**src/rtl/tlb_pkg.sv**
```systemverilog
`default_nettype none
// ============================================================================
// Module  : tlb_pkg
// Brief   : Shared types and constants for the TLB way array: permission
//           encoding, flush FSM states, default geometry and log2 helper.
// Rev     : 1.0  initial release
// ============================================================================
package tlb_pkg;

   // Default geometry
   localparam int unsigned TLB_DEF_NUM_SETS = 16;
   localparam int unsigned TLB_DEF_NUM_WAYS = 4;
   localparam int unsigned TLB_DEF_VPN_W    = 20;
   localparam int unsigned TLB_DEF_PPN_W    = 20;
   localparam int unsigned TLB_DEF_ASID_W   = 8;

   // Permission bits carried with each entry
   typedef enum logic [1:0] {
      PERM_NONE = 2'b00,
      PERM_R    = 2'b01,
      PERM_W    = 2'b10,
      PERM_RW   = 2'b11
   } tlb_perm_e;

   // Invalidation sweep states
   typedef enum logic {
      FL_IDLE  = 1'b0,
      FL_SWEEP = 1'b1
   } tlb_flush_state_e;

   // Index width helper for power-of-two counts
   function automatic int unsigned tlb_log2(input int unsigned n);
      return $clog2(n);
   endfunction

   localparam int unsigned TLB_DEF_WAY_W = tlb_log2(TLB_DEF_NUM_WAYS);
   localparam int unsigned TLB_DEF_SET_W = tlb_log2(TLB_DEF_NUM_SETS);

endpackage
`default_nettype wire

```
**src/rtl/tlb_age_lru.sv**
```systemverilog
`default_nettype none
// ============================================================================
// Module  : tlb_age_lru
// Brief   : Age-based replacement for one set: picks the fill victim and
//           computes the ages after a hit or fill touches a way.
// Rev     : 1.0  initial release
// ============================================================================
module tlb_age_lru
   import tlb_pkg::*;
#(
   parameter int unsigned NUM_WAYS = TLB_DEF_NUM_WAYS,
   parameter int unsigned WAY_W    = tlb_log2(NUM_WAYS)
) (
   input  logic [NUM_WAYS-1:0]            valid_i,
   input  logic [NUM_WAYS-1:0][WAY_W-1:0] ages_i,
   input  logic                           touch_i,
   input  logic                           is_fill_i,
   input  logic [WAY_W-1:0]               way_i,
   output logic [WAY_W-1:0]               victim_o,
   output logic [NUM_WAYS-1:0][WAY_W-1:0] ages_o
);

   localparam logic [WAY_W-1:0] AGE_OLDEST = WAY_W'(NUM_WAYS - 1);

   logic             w_found;
   logic [WAY_W-1:0] w_old_age;

   // Victim: lowest invalid way, else the lowest way holding the oldest age
   always_comb begin
      victim_o = '0;
      w_found  = 1'b0;
      for (int w = 0; w < NUM_WAYS; w++) begin
         if (!w_found && !valid_i[w]) begin
            victim_o = WAY_W'(w);
            w_found  = 1'b1;
         end
      end
      for (int w = 0; w < NUM_WAYS; w++) begin
         if (!w_found && (ages_i[w] == AGE_OLDEST)) begin
            victim_o = WAY_W'(w);
            w_found  = 1'b1;
         end
      end
   end

   // Touched way becomes youngest; valid ways younger than it age by one
   always_comb begin
      w_old_age = is_fill_i ? AGE_OLDEST : ages_i[way_i];
      ages_o    = ages_i;
      if (touch_i) begin
         for (int w = 0; w < NUM_WAYS; w++) begin
            if (WAY_W'(w) == way_i) begin
               ages_o[w] = '0;
            end else if (valid_i[w] && (ages_i[w] < w_old_age)) begin
               ages_o[w] = ages_i[w] + 1'b1;
            end
         end
      end
   end

endmodule
`default_nettype wire

```
**src/rtl/tlb_way_array.sv**
```systemverilog
`default_nettype none
// ============================================================================
// Module  : tlb_way_array
// Brief   : Set-associative TLB storage with one-cycle lookup, age-based
//           replacement on fill and a set-by-set invalidation sweep.
//           Define TLB_ASID_EN to store and match ASID/global per entry.
// Rev     : 1.0  initial release
// ============================================================================
module tlb_way_array
   import tlb_pkg::*;
#(
   parameter int unsigned NUM_SETS = TLB_DEF_NUM_SETS,
   parameter int unsigned NUM_WAYS = TLB_DEF_NUM_WAYS,
   parameter int unsigned VPN_W    = TLB_DEF_VPN_W,
   parameter int unsigned PPN_W    = TLB_DEF_PPN_W,
   parameter int unsigned ASID_W   = TLB_DEF_ASID_W
) (
   input  logic                          clk,
   input  logic                          rst,
   input  logic                          lk_valid,
   output logic                          lk_ready,
   input  logic [VPN_W-1:0]              lk_vpn,
   input  logic [ASID_W-1:0]             lk_asid,
   output logic                          rsp_valid,
   output logic                          rsp_hit,
   output logic [tlb_log2(NUM_WAYS)-1:0] rsp_way,
   output logic [PPN_W-1:0]              rsp_ppn,
   output logic [1:0]                    rsp_perms,
   input  logic                          fill_en,
   input  logic [VPN_W-1:0]              fill_vpn,
   input  logic [ASID_W-1:0]             fill_asid,
   input  logic                          fill_global,
   input  logic [PPN_W-1:0]              fill_ppn,
   input  logic [1:0]                    fill_perms,
   input  logic                          flush_req,
   input  logic                          flush_by_asid,
   input  logic [ASID_W-1:0]             flush_asid,
   output logic                          flush_busy,
   output logic                          flush_done
);

   localparam int unsigned WAY_W = tlb_log2(NUM_WAYS);
   localparam int unsigned SET_W = tlb_log2(NUM_SETS);

   logic [NUM_WAYS-1:0]            valid_q [NUM_SETS];
   logic [NUM_WAYS-1:0][WAY_W-1:0] age_q   [NUM_SETS];
   logic [NUM_WAYS-1:0][WAY_W-1:0] age_d   [NUM_SETS];
   logic [VPN_W-1:0]               vpn_q   [NUM_SETS][NUM_WAYS];
   logic [PPN_W-1:0]               ppn_q   [NUM_SETS][NUM_WAYS];
   logic [1:0]                     perms_q [NUM_SETS][NUM_WAYS];
   logic [WAY_W-1:0]               w_victim [NUM_SETS];

`ifdef TLB_ASID_EN
   logic [ASID_W-1:0]   asid_q [NUM_SETS][NUM_WAYS];
   logic [NUM_WAYS-1:0] glob_q [NUM_SETS];
   logic                by_asid_q, by_asid_d;
   logic [ASID_W-1:0]   fl_asid_q, fl_asid_d;
`else
   logic w_unused_asid;
   assign w_unused_asid = ^{lk_asid, fill_asid, fill_global, flush_by_asid, flush_asid};
`endif

   tlb_flush_state_e state_q, state_d;
   logic [SET_W-1:0] sweep_q, sweep_d;
   logic             done_q, done_d;

   logic                rsp_valid_q, rsp_hit_q;
   logic [WAY_W-1:0]    rsp_way_q;
   logic [PPN_W-1:0]    rsp_ppn_q;
   logic [1:0]          rsp_perms_q;

   logic                w_idle, w_lk_fire, w_fill_fire, w_hit;
   logic [SET_W-1:0]    w_lk_set, w_fill_set;
   logic [WAY_W-1:0]    w_hit_way, w_fill_victim;
   logic [NUM_WAYS-1:0] w_asid_ok, w_match, w_inv_mask;

   assign w_idle        = (state_q == FL_IDLE);
   assign w_lk_fire     = lk_valid && w_idle;
   assign w_fill_fire   = fill_en && w_idle;
   assign w_lk_set      = lk_vpn[SET_W-1:0];
   assign w_fill_set    = fill_vpn[SET_W-1:0];
   assign w_fill_victim = w_victim[w_fill_set];

   // Tag compare across the ways of the looked-up set
   always_comb begin
      for (int w = 0; w < NUM_WAYS; w++) begin
`ifdef TLB_ASID_EN
         w_asid_ok[w] = glob_q[w_lk_set][w] || (asid_q[w_lk_set][w] == lk_asid);
`else
         w_asid_ok[w] = 1'b1;
`endif
         w_match[w] = valid_q[w_lk_set][w] && (vpn_q[w_lk_set][w] == lk_vpn) && w_asid_ok[w];
      end
   end

   // Lowest matching way wins
   always_comb begin
      w_hit     = 1'b0;
      w_hit_way = '0;
      for (int w = NUM_WAYS - 1; w >= 0; w--) begin
         if (w_match[w]) begin
            w_hit     = 1'b1;
            w_hit_way = WAY_W'(w);
         end
      end
   end

   // Per-set replacement; a fill to the same set overrides the hit's touch
   generate
      for (genvar s = 0; s < NUM_SETS; s++) begin : g_set
         logic w_fill_here, w_hit_here;
         assign w_fill_here = w_fill_fire && (w_fill_set == SET_W'(s));
         assign w_hit_here  = w_lk_fire && w_hit && (w_lk_set == SET_W'(s));
         tlb_age_lru #(
            .NUM_WAYS (NUM_WAYS),
            .WAY_W    (WAY_W)
         ) u_lru (
            .valid_i   (valid_q[s]),
            .ages_i    (age_q[s]),
            .touch_i   (w_fill_here || w_hit_here),
            .is_fill_i (w_fill_here),
            .way_i     (w_fill_here ? w_victim[s] : w_hit_way),
            .victim_o  (w_victim[s]),
            .ages_o    (age_d[s])
         );
      end
   endgenerate

   // Ways cleared in the set currently being swept
   always_comb begin
      for (int w = 0; w < NUM_WAYS; w++) begin
`ifdef TLB_ASID_EN
         w_inv_mask[w] = !by_asid_q ||
                         (!glob_q[sweep_q][w] && (asid_q[sweep_q][w] == fl_asid_q));
`else
         w_inv_mask[w] = 1'b1;
`endif
      end
   end

   // Valid bits and ages: fills set a valid bit, the sweep clears them
   always_ff @(posedge clk) begin
      if (rst) begin
         for (int s = 0; s < NUM_SETS; s++) begin
            valid_q[s] <= '0;
            age_q[s]   <= '0;
         end
      end else begin
         for (int s = 0; s < NUM_SETS; s++) begin
            age_q[s] <= age_d[s];
         end
         if (w_fill_fire) begin
            valid_q[w_fill_set][w_fill_victim] <= 1'b1;
         end
         if (state_q == FL_SWEEP) begin
            valid_q[sweep_q] <= valid_q[sweep_q] & ~w_inv_mask;
         end
      end
   end

   // Entry payload, gated by its valid bit so it needs no reset
   always_ff @(posedge clk) begin
      if (w_fill_fire) begin
         vpn_q[w_fill_set][w_fill_victim]   <= fill_vpn;
         ppn_q[w_fill_set][w_fill_victim]   <= fill_ppn;
         perms_q[w_fill_set][w_fill_victim] <= fill_perms;
`ifdef TLB_ASID_EN
         asid_q[w_fill_set][w_fill_victim]  <= fill_asid;
         glob_q[w_fill_set][w_fill_victim]  <= fill_global;
`endif
      end
   end

   // Flush sweep state register
   always_ff @(posedge clk) begin
      if (rst) begin
         state_q   <= FL_IDLE;
         sweep_q   <= '0;
         done_q    <= 1'b0;
`ifdef TLB_ASID_EN
         by_asid_q <= 1'b0;
         fl_asid_q <= '0;
`endif
      end else begin
         state_q   <= state_d;
         sweep_q   <= sweep_d;
         done_q    <= done_d;
`ifdef TLB_ASID_EN
         by_asid_q <= by_asid_d;
         fl_asid_q <= fl_asid_d;
`endif
      end
   end

   // Flush sweep next state: one set per cycle, done pulse after the last set
   always_comb begin
      state_d   = state_q;
      sweep_d   = sweep_q;
      done_d    = 1'b0;
`ifdef TLB_ASID_EN
      by_asid_d = by_asid_q;
      fl_asid_d = fl_asid_q;
`endif
      case (state_q)
         FL_IDLE: begin
            if (flush_req) begin
               state_d   = FL_SWEEP;
               sweep_d   = '0;
`ifdef TLB_ASID_EN
               by_asid_d = flush_by_asid;
               fl_asid_d = flush_asid;
`endif
            end
         end
         FL_SWEEP: begin
            sweep_d = sweep_q + 1'b1;
            if (sweep_q == SET_W'(NUM_SETS - 1)) begin
               state_d = FL_IDLE;
               done_d  = 1'b1;
            end
         end
         default: state_d = FL_IDLE;
      endcase
   end

   // Registered lookup response, zeroed on miss
   always_ff @(posedge clk) begin
      if (rst) begin
         rsp_valid_q <= 1'b0;
         rsp_hit_q   <= 1'b0;
         rsp_way_q   <= '0;
         rsp_ppn_q   <= '0;
         rsp_perms_q <= '0;
      end else begin
         rsp_valid_q <= w_lk_fire;
         rsp_hit_q   <= w_lk_fire && w_hit;
         rsp_way_q   <= (w_lk_fire && w_hit) ? w_hit_way : '0;
         rsp_ppn_q   <= (w_lk_fire && w_hit) ? ppn_q[w_lk_set][w_hit_way] : '0;
         rsp_perms_q <= (w_lk_fire && w_hit) ? perms_q[w_lk_set][w_hit_way] : '0;
      end
   end

   assign lk_ready   = w_idle;
   assign flush_busy = (state_q == FL_SWEEP);
   assign flush_done = done_q;
   assign rsp_valid  = rsp_valid_q;
   assign rsp_hit    = rsp_hit_q;
   assign rsp_way    = rsp_way_q;
   assign rsp_ppn    = rsp_ppn_q;
   assign rsp_perms  = rsp_perms_q;

endmodule
`default_nettype wire

```
**config.mk**
```make
export PLATFORM = sky130hd
export DESIGN_NAME = tlb_way_array
export DESIGN_NICKNAME = d
export VERILOG_FILES = /design/src/rtl/tlb_pkg.sv /design/src/rtl/tlb_age_lru.sv /design/src/rtl/tlb_way_array.sv
export SDC_FILE = /design/constraint.sdc
export NUM_CORES = 2
export LEC_CHECK = 0
export CAP_MARGIN = 20
export CORE_MARGIN = 2
export CORE_UTILIZATION = 55
export CTS_BUF_LIST = sky130_fd_sc_hd__clkbuf_4
export DETAILED_ROUTE_END_ITERATION = 12
export PLACE_DENSITY_LB_ADDON = 0.25
export SYNTH_ARGS = -nofsm -noshare
export SYNTH_HDL_FRONTEND = slang
export SYNTH_SLANG_ARGS = --single-unit
```
**constraint.sdc**
```tcl
create_clock -name clk -period 7.5 [get_ports clk]
set_input_delay 1.875 -clock clk [delete_from_list [all_inputs] [get_ports clk]]
set_output_delay 1.875 -clock clk [all_outputs]
set_load 0.02 [all_outputs]
```
==> impl_metrics.toml <==
[critical_path]
critical_path_class = "input pin to register"
critPathCaptureType = "register"
critPathArrivalTime_ns = 7.52
worst_ep_required_time_ns = 8.79
worst-r2r-cell-count = 17
critPathMaxFanout = 39
start_kind = "input pin"

[synthesis]
yosysSeqAreaShare = 0.694
synth_edf_count = 2752
synth_top_area_cell = "edfxtp_1"
synth_ff_type = "edfxtp_1"
async_reset_ff_frac = 0
synth_top_area_frac = 0.668
avgSynthCellArea_sq_um = 17.3
syn_area_sq_mm = 0.124
syn_inst = 7165
synth_nets = 7323
synth_seq_cells = 2912
netlist_top_cells_area = "edfxtp_1, mux4_2, dfxtp_1, mux2i_1, nand2_1"
ys_types = 113
yosysWarnings = 0

[cts]
cts-root-buf = "clkbuf_4"
cts-resized-gates = 0
clk_pin_slew_ns = 0.08
cts_tree = "done"
clock_latency_ns = 1.48
cts_max_path_buffers = 4
cts.sinks = 2912
h-tree-depth = 6
cts_setup_buffers = 0
numCtsBuffers = 736
ctsHoldBuffers = 0

[floorplanning]
rows = 174
die_x_microns = 478
start_util = 0.551
io_pins = 122
core_area_sq_mm = 0.224
die_area_sq_mm = 0.229
die_h_microns = 478

[finish]
fin_util = 0.628
nets = 8304
mostFrequentLayoutCells = "edfxtp_1, clkbuf_4, mux4_2, buf_4, nand2_1"
area.growth.synth_to_final_pct = 13.9
fin_area_sq_mm = 0.141
nFillCells = 16100
layout_commonest_cell = "edfxtp_1"
drive_gt1_frac = 0.295

[power_and_ir_drop]
p_leak_nw = 46.8
peakVddDrop_uv = 190
power.density_mw_per_mm2 = 233

[placement]
io_buffers = 95
post_dp_cell_area_sq_mm = 0.132
place.gp.congestion = 0.980
dp_hpwl_microns = 217000

[global_route]
grt_pass1_vias = 75900
grt_usage = 0.319
overflow = 0
grt_pass1_wl_microns = 523000
grt_max_degree = 80
antenna_found_initial = 20

[route]
via_per_inst = 6.55
drt_iter0_drc = 9644
wirelength_microns = 368000
drtPass1Iterations = 7
dr_total_vias = 76500
drcViolationCount = 0
avgRoutedWirePerCell_microns = 31.5
drtAntennaViolNets = 0

[sta]
worstMarginPinSlew_ns = 1.28
final-setup-viol-count = 0
rsz0062_at_grt = "no"
finalClockSkew_ns = 0.188
hold_viol = 0
drv_slew = 0
setup-tns-final_ns = 0
slew_headroom = 0.141
finalCritPeriodShare = 0.830
timing.fmax_mhz = 161
min_period_ns = 6.23

[outcome]
status = "finished, final reports clean"

[min_path]
hold_path.class = "register to register"
hold_path_depth = 1

[flow_run]
max_cap_violations = 0
sequential cells by signal, summed over array words and instances, names as in the netlist:
register,flops
ppn_q,1280
rsp_way,2
sweep_q,4
vpn_q,1280
age_q,128
valid_q,64
rsp_ppn,20
perms_q,128
rsp_perms,2
rsp_valid,1
flush_done,1
rsp_hit,1
flush_busy,1
final timing paths:
| check | from | end | slack (ns) |
|---|---|---|---|
| max | lk_vpn[3] | age_q[1][24] | 1.27 |
| min | age_q[0][14] | age_q[0][14] | 0.51 |
| max reg2reg | vpn_q[15][6] | age_q[0][5] | 2.10 |
| min reg2reg | age_q[0][14] | age_q[0][14] | 0.51 |
layer usage:
metal  track usage  routed length (microns)  vias to the layer above
li1              -                        -                    31900
met1         0.419                   136000                    39000
met2         0.507                   175000                     4672
met3        0.0656                    36100                      963
met4         0.166                    20200                        6
met5             0                       44                        -
critical path, cell delays in order:
cell	delay, ns
buf_8	0.31
buf_12	0.28
nand2b_1	0.55
o22ai_1	0.17
a211oi_1	0.72
buf_4	0.26
a21oi_1	0.06
a2111oi_0	0.27
or4b_4	0.57
nor2_4	0.25
a21oi_4	0.13
buf_12	0.22
a21boi_0	0.55
and3_1	0.29
nor3_1	0.07
or2_2	0.29
a311oi_1	0.27
o221a_2	0.22
metrics by stage:
stage	total power, mW	std cells	hold WS, ns	setup WS, ns
floorplan	19.3	7165	0.466	1.24
global placement	20.2	10400	0.489	0.171
detailed placement	20.3	10400	0.500	0.0653
CTS	33.0	11600	0.513	1.52
global route	34.0	11700	0.547	1.05
finish	32.8	11700	0.514	1.27
cells in the mapped netlist (all sizes together) (28+ instances only):
cell and number:
a22oi 55, nor3 90, nand4 50, or3 28, mux2 65, o311ai 30, inv 126, mux2i 293
o211ai 57, nand2b 64, o22ai 63, clkbuf 202, ha 65, edfxtp 2752, buf 186, a21oi 179
nor4 30, a21o 28, nand3 109, a211oi 79, nor2b 46, mux4 676, xnor2 54, dfxtp 160
a31oi 60, nor2 364, and2 39, o31ai 46, and3 43, o21ai 213, nand2 408
logic make-up after synthesis:
kind of cell,synth area share
AOI/OAI and AO/OA,0.0665
xor gates and xnor gates,0.00425
adders and majority gates,0.00714
buffers and inverters,0.0200
DFF,0.694
muxes,0.153
and+or+nand+nor,0.0552
area by class of cell:
type	instances	area, sq um	share of cell area
tap	2992	3740	0.0266
clock inverter	223	1040	0.00738
multi-input combinational	3732	35900	0.255
clock buffer	1047	7860	0.0558
antenna	17	42.5	0.000302
sequential	2912	85800	0.609
inverter	133	514	0.00365
timing repair buffer	631	5960	0.0423
power by group:
part | internal, mW | switching (mW)
Sequential | 17.8 | 0.0556
Combinational | 0.754 | 1.29
Clock | 6.54 | 6.32
Total | 25.1 | 7.68
Power figures use the tool's default switching activity.
